## src/rtl/intc_irq_arb.sv

```systemverilog
// rtl/intc_irq_arb.sv - prioritised interrupt arbiter presenting one request at a time to a CPU
// Four-state flow IDLE -> ARB -> REQ -> GAP; the presented source may be withdrawn or preempted before its ack.
module intc_irq_arb #(
  parameter int NSRC = 16,
  parameter int PW   = 4,
  parameter int IW   = 5
) (
  input  logic              clk,
  input  logic              rst,
  input  logic [NSRC-1:0]   irq_i,
  input  logic [NSRC-1:0]   en_i,
  input  logic [NSRC*PW-1:0] prio_i,
  input  logic [PW-1:0]     mask_i,
  input  logic              ack_i,
  output logic              irq_req_o,
  output logic [PW-1:0]     irq_lvl_o,
  output logic [IW-1:0]     irq_id_o,
  output logic [NSRC-1:0]   ack_src_o
);

  typedef enum logic [1:0] {IDLE, ARB, REQ, GAP} state_t;

  state_t          state, next_state;
  logic [NSRC-1:0] elig;
  logic            any_elig;
  logic [PW-1:0]   best_lvl;
  logic [IW-1:0]   best_id;
  logic            cur_elig;
  logic            preempt;
  logic [NSRC-1:0] ack_onehot;

  // Strict '>' keeps the lowest index on equal priorities.
  always_comb begin
    elig     = '0;
    any_elig = 1'b0;
    best_lvl = '0;
    best_id  = '0;
    cur_elig = 1'b0;
    preempt  = 1'b0;
    for (int k = 0; k < NSRC; k++) begin
      elig[k] = irq_i[k] && en_i[k] && (prio_i[k*PW +: PW] > mask_i);
      if (elig[k] && (!any_elig || prio_i[k*PW +: PW] > best_lvl)) begin
        best_lvl = prio_i[k*PW +: PW];
        best_id  = IW'(k);
      end
      any_elig = any_elig | elig[k];
      if (IW'(k) == irq_id_o) begin
        cur_elig = elig[k];
      end else if (elig[k] && prio_i[k*PW +: PW] > irq_lvl_o) begin
        preempt = 1'b1;
      end
    end
  end

  always_comb begin
    next_state = state;
    case (state)
      IDLE: if (any_elig) next_state = ARB;
      ARB:  next_state = any_elig ? REQ : IDLE;
      REQ: begin
        if (ack_i)          next_state = GAP;
        else if (!cur_elig) next_state = IDLE;
        else if (preempt)   next_state = ARB;
      end
      GAP:  next_state = IDLE;
      default: next_state = IDLE;
    endcase
  end

  assign ack_onehot = NSRC'(1) << irq_id_o;
  assign irq_req_o  = (state == REQ);

  always_ff @(posedge clk) begin
    if (rst) begin
      state     <= IDLE;
      irq_lvl_o <= '0;
      irq_id_o  <= '0;
      ack_src_o <= '0;
    end else begin
      state     <= next_state;
      ack_src_o <= '0;
      if (state == ARB && any_elig) begin
        irq_lvl_o <= best_lvl;
        irq_id_o  <= best_id;
      end
      if (state == REQ && ack_i) ack_src_o <= ack_onehot;
    end
  end

endmodule

```

## config.mk

```make
export PLATFORM = sky130hd
export DESIGN_NAME = intc_irq_arb
export DESIGN_NICKNAME = d
export VERILOG_FILES = /design/src/rtl/intc_irq_arb.sv
export SDC_FILE = /design/constraint.sdc
export NUM_CORES = 1
export LEC_CHECK = 0
export ABC_CLOCK_PERIOD_IN_PS = 25000
export BUFFER_PORTS_ARGS = -buffer_cell sky130_fd_sc_hd__buf_2
export CORE_AREA = 2 2 174 176
export DETAILED_ROUTE_END_ITERATION = 10
export DIE_AREA = 0 0 176 178
export SYNTH_ARGS = -nofsm -noshare
export SYNTH_HDL_FRONTEND = slang
export SYNTH_SLANG_ARGS = --single-unit
```

## constraint.sdc

```tcl
create_clock -name clk -period 25 [get_ports clk]
set_input_delay 2.5 -clock clk [delete_from_list [all_inputs] [get_ports clk]]
set_output_delay 2.5 -clock clk [all_outputs]
set_load 0.01 [all_outputs]
```

* Word-level counts from Yosys, hierarchy flattened
Cells that the tools add are included.
** Storage, ports and cells
- Output and inout bits :: 26
- Bits in registers :: 27
- Logic and storage cells :: 272
- Input port bits :: 103
** Operators by class
- Shift operators :: 1
- Equality and inequality tests :: 20
- Reductions and logical operators :: 99
- Magnitude comparators :: 47
- Muxes and demuxes :: 85
- Bitwise operators :: 16
** Operators by type and width (number)
- 4-bit > comparator :: 47
- 5-bit 2-to-1 mux :: 14
- 1-bit logical AND :: 65
- 4-bit 2-to-1 mux :: 16
- 1-bit 2-to-1 mux :: 49
- 4-bit by 5-bit == test with 1-bit output, first input constant :: 8
- 3-bit by 5-bit == test with 1-bit output, first input constant :: 4
- 1-bit by 5-bit << shifter with 16-bit output, first input constant :: 1
- 1-bit zero test :: 15
- 1-bit logical OR :: 15
- 1-bit OR :: 15
- 2-bit by 5-bit == test with 1-bit output, first input constant :: 2
- 2-bit 2-to-1 mux :: 5
- 2-bit one-hot mux with 4 select lines :: 1
- 1-bit by 5-bit == test with 1-bit output, first input constant :: 1
- 5-bit zero test :: 1
- 2-bit == test, second input constant :: 2
- 4-bit by 3-bit inequality test with 1-bit output, second input constant :: 1
- 2-bit by 1-bit == test with 1-bit output, second input constant :: 1
- 2-bit zero test :: 1
- 2-bit inequality test, second input constant :: 1
- 2-bit AND reduction :: 1
- 2-bit OR reduction :: 1
- 1-bit inverter :: 1

* Longest topological paths before layout
- Depth after elaboration :: 63
- Gate-level depth with buffers :: 142
- Depth with buffers taken out :: 139

* Worst setup path after synthesis
No wires, ideal clock.
- Kind :: input -> register
- From :: in mask_i[3]
- To :: reg irq_id_o[2]
- Path buffers :: 3
- Arrival time :: 25.579 ns
- Data required time :: 24.862 ns
- Setup slack :: -0.717 ns
- Cell stages on the path :: 132
- Library setup time :: 0.138 ns
- Path through :: inv_1 ha_1 nand4_1 nand3_1 a21oi_2 nand2_1 ha_1 nor2b_1 o211a_1 o21ai_1 a21oi_1 o21ai_0 inv_1 ha_1 nor2b_1 o21ai_0 nand2b_1 a22o_1 [96 not listed] nor2b_1 o21ai_0 nand2b_1 a21oi_1 a41o_1 a21o_1 inv_1 a21o_1 o22ai_1 ha_1 nor2b_1 o21ai_0 nand2b_1 a21oi_1 a41o_1 a21oi_1 nor4_1 a211oi_1
** Between the ends
- Longest elaborated chain between the ends :: 63
- Elaborated cells on any way between the ends :: 136
- Those cells by class :: order compare: 31; mux: 28; bitwise: 15; reduce/logical: 62
** RTL lines
- start: declaration :: line 13 : input logic [PW-1:0] mask_i,
- 4-bit > comparator :: line 41 : elig[k] = irq_i[k] && en_i[k] && (prio_i[k*PW +: PW] > mask_i);
- 1-bit logical AND :: line 41
- 4-bit 2-to-1 mux :: line 42 : if (elig[k] && (!any_elig || prio_i[k*PW +: PW] > best_lvl)) begin
- 4-bit > comparator :: line 42
- 1-bit logical OR :: line 42
- 1-bit logical AND :: line 42
- 4-bit 2-to-1 mux :: line 42
- 4-bit > comparator :: line 42
- [47 not listed]
- 4-bit > comparator :: line 42
- 1-bit logical OR :: line 42
- 1-bit logical AND :: line 42
- 4-bit 2-to-1 mux :: line 42
- 4-bit > comparator :: line 42
- 1-bit logical OR :: line 42
- 1-bit logical AND :: line 42
- 5-bit 2-to-1 mux :: line 42
- end signal: assignment :: line 84 : irq_id_o <= best_id;
- end: declaration :: line 17 : output logic [IW-1:0] irq_id_o,
Parallel ways exist; a longest one is shown, timed or not.
A chain may end at the register's enable or synchronous reset.

* Worst setup path in the final report
- From :: in mask_i[1]
- To :: reg irq_id_o[2]
Same word-level chain as after synthesis.

==> flow_metrics.tcl <==
set metrics [dict create \
    status "complete, no violations" \
    yosysUniqueCellTypes 91 \
    firstDrtPassIters 5 \
    vdd_drop_max_mv 0.0386 \
    clk_latency_ns 0.26 \
    power.density_nw_per_um2 51.7 \
    setup_violations 0 \
    ys_seq_area_share_pct 7.16 \
    post-route-period-util_pct 99.6 \
    syn_nets 1204 \
    grt_pass1_vias 8098 \
    route.detailed.drc 0 \
    clock_skew_ns 0.00283 \
    io_buffers 127 \
    synthTopCellsByCount "ha_1, a21oi_1, inv_1" \
    syn_area_um2 7270 \
    routabilityCongestion 0.935 \
    drt_iter0_drc 490 \
    hp-start "state[0]$_SDFFE_PP0P_" \
    die_h_um 178 \
    hp-class "reg -> reg" \
    crit_required_ns 25.18 \
    cts_buffers 3 \
    worst_slew_pin_slew_ns 1.16 \
    wl_mm 29.0 \
    yosys_warnings 0 \
    end_kind "flip-flop" \
    core_um2 29400 \
    drv_slew 0 \
    area_growth_syn_to_layout_pct 42.4 \
    initial_core_util_pct 24.7 \
    via_per_inst 5.44 \
    drv_cap 0 \
    design_area_um2 10400 \
    numClockSinks 26 \
    worst_slack_ns 0.0962 \
    synth_flop_cell "dfxtp_1" \
    async_flop_share_pct 0 \
    io-pin-count 129 \
    num_rows 63 \
    wl_per_cell_um 18.6 \
    avgSynthCellArea_um2 7.86 \
    arrival_ns 25.08 \
    timing.rr.end "state[1]$_SDFFE_PP0P_" \
    min_to "state[0]$_SDFFE_PP0P_" \
    dpl_cell_area_um2 9010 \
    n_fill_cell 2999 \
    final_antenna_net_count 0 \
    post-dp-hpwl_mm 22.4 \
    max_slew_margin_pct 21.8 \
    crit_top_cell "ha_4" \
    dp.cells 1507 \
    grt_first_pass_wirelength_mm 43.2 \
    die_x_um 176 \
    vias 8515 \
    start_kind "input pin" \
    syn_inst 925 \
    antenna_found_initial 5 \
    ys_seq_elements 26 \
    hold_ws_ns 0.474 \
    worstHoldPathCells 1 \
    max_freq_mhz 40.2 \
    grt_overflow_total 0 \
    reg2reg_depth 13 \
    gr-usage-all-layers_pct 17.2 \
    hold_viol_final 0 \
    rsz0062_at_grt "yes" \
    cp_num_buf_inv 15 \
    reg2reg_slack_ns 21.49 \
    path_clk_slew_ns 0.07 \
    slowest_stage "or4_4" \
    crit_type "in -> reg" \
    crit-reg2reg-launch "irq_lvl_o[1]$_SDFFE_PP0P_" \
    critPathMaxFanout 6 \
    root_buffer "clkbuf_16" \
    p_leak_nw 4.55 \
    synth_enable_flop_cells 0 \
    clockBufferDepth 2 \
    max_stage_delay_ns 0.57 \
    place_ws_ns -0.752 \
    antenna_cells 0 \
    grt_max_degree 19 \
    synth_top_area_share_pct 30.3 \
    cts_max_level 1 \
    power_mw 0.536 \
    die_area_um2 31300 \
    path_delay_family "compound AO/OA/AOI/OAI gates" \
    yosys-top-cells-area "ha_1, dfxtp_1, a21oi_1" \
    min_period_ns 24.90 \
    layoutNonFillerInstCount 1565 \
    synth_top_area_cell "ha_1" \
    cts_tree "done" \
    synth_most_common_cell "ha_1" \
    final_nets 1455 \
    drive_above_1_share_pct 37.8 \
]
==> registers in the layout, summed over array words and instances (netlist names) <==
name,cells
state,2
irq_lvl_o,4
ack_src_o,16
irq_id_o,4
==> report_power, final <==
part / switching [mW] / internal, mW / total (mW)
clock network: 0.0151 / 0.0319 / 0.0469
registers: 0.00766 / 0.0449 / 0.0526
logic: 0.226 / 0.210 / 0.436
==> repair_timing <==
action                     4_1_cts  5_1_grt
setup buffers                   34       21
pin swaps                       45       95
resized for setup               59      111
hold buffers                     0        0
setup endpoints to repair        8        8
==> layout make-up <==
type | count | area [um^2] | share of cell area (%)
flip-flops and latches | 26 | 520 | 5.03
clock inverters | 1 | 30.0 | 0.290
well taps | 390 | 488 | 4.71
multi-input cells | 821 | 7310 | 70.6
inverters | 64 | 256 | 2.48
repair buffers | 260 | 1680 | 16.2
clock buffers | 3 | 75.1 | 0.725
==> metrics by stage <==
step	TNS [ns]	utilization (%)
finish	0	35.2
global route	-7.77	35.2
CTS	0	32.8
detailed placement	-5.46	30.6
global placement	-1.45	30.6
floorplan	0	-
==> layout by cell type (no fill, tap or decap), types with 6 or more instances in the layout <==
cell type,netlist,routed
a21o_1,21,20
a21oi_1,78,50
a21oi_2,5,25
a21oi_4,0,8
a31oi_1,11,9
and2_1,9,6
buf_2,3,126
buf_4,2,123
buf_6,0,11
dfxtp_1,26,26
ha_1,176,149
ha_4,0,26
inv_1,64,51
inv_2,0,8
mux2_4,0,11
nand2_1,48,43
nand2b_1,20,20
nand3_1,32,29
nand4_1,38,38
nor2_1,50,44
nor2_2,1,7
nor2b_1,42,39
nor3_1,11,8
nor4_1,9,8
o2111ai_1,10,8
o211ai_1,18,18
o21a_1,27,27
o21ai_0,55,39
o21ai_1,8,15
o21ai_2,1,9
o22ai_1,10,8
o311ai_0,7,7
==> how the worst max path moves through the flow <==
stage | startpoint | endpoint | cells after the start
finish | mask_i[1] | irq_id_o[2]$_SDFFE_PP0P_ | 133
floorplan | mask_i[1] | irq_lvl_o[1]$_SDFFE_PP0P_ | 134
detailed placement | mask_i[2] | irq_id_o[3]$_SDFFE_PP0P_ | 134
global placement | mask_i[2] | irq_id_o[3]$_SDFFE_PP0P_ | 133
global route | mask_i[1] | irq_lvl_o[1]$_SDFFE_PP0P_ | 133
CTS | mask_i[1] | irq_id_o[3]$_SDFFE_PP0P_ | 133
==> routing by layer <==
layer | global-route usage, % | vias up | wire (um)
li1 | - | 4121 | -
met1 | 22.1 | 4058 | 12700
met2 | 30.9 | 259 | 14100
met3 | 1.81 | 67 | 1420
met4 | 3.99 | 10 | 707
met5 | 0 | - | 60
==> cell families after synthesis <==
kind of cell | Yosys count | synth area share [%]
AOI/OAI and AO/OA | 332 | 33.3
and+or+nand+nor | 291 | 21.6
adders and majority gates | 176 | 30.3
buffers and inverters | 78 | 4.18
DFF | 26 | 7.16
muxes | 21 | 3.46
other | 1 | 0.0516
(Power assumes the default switching activity.)
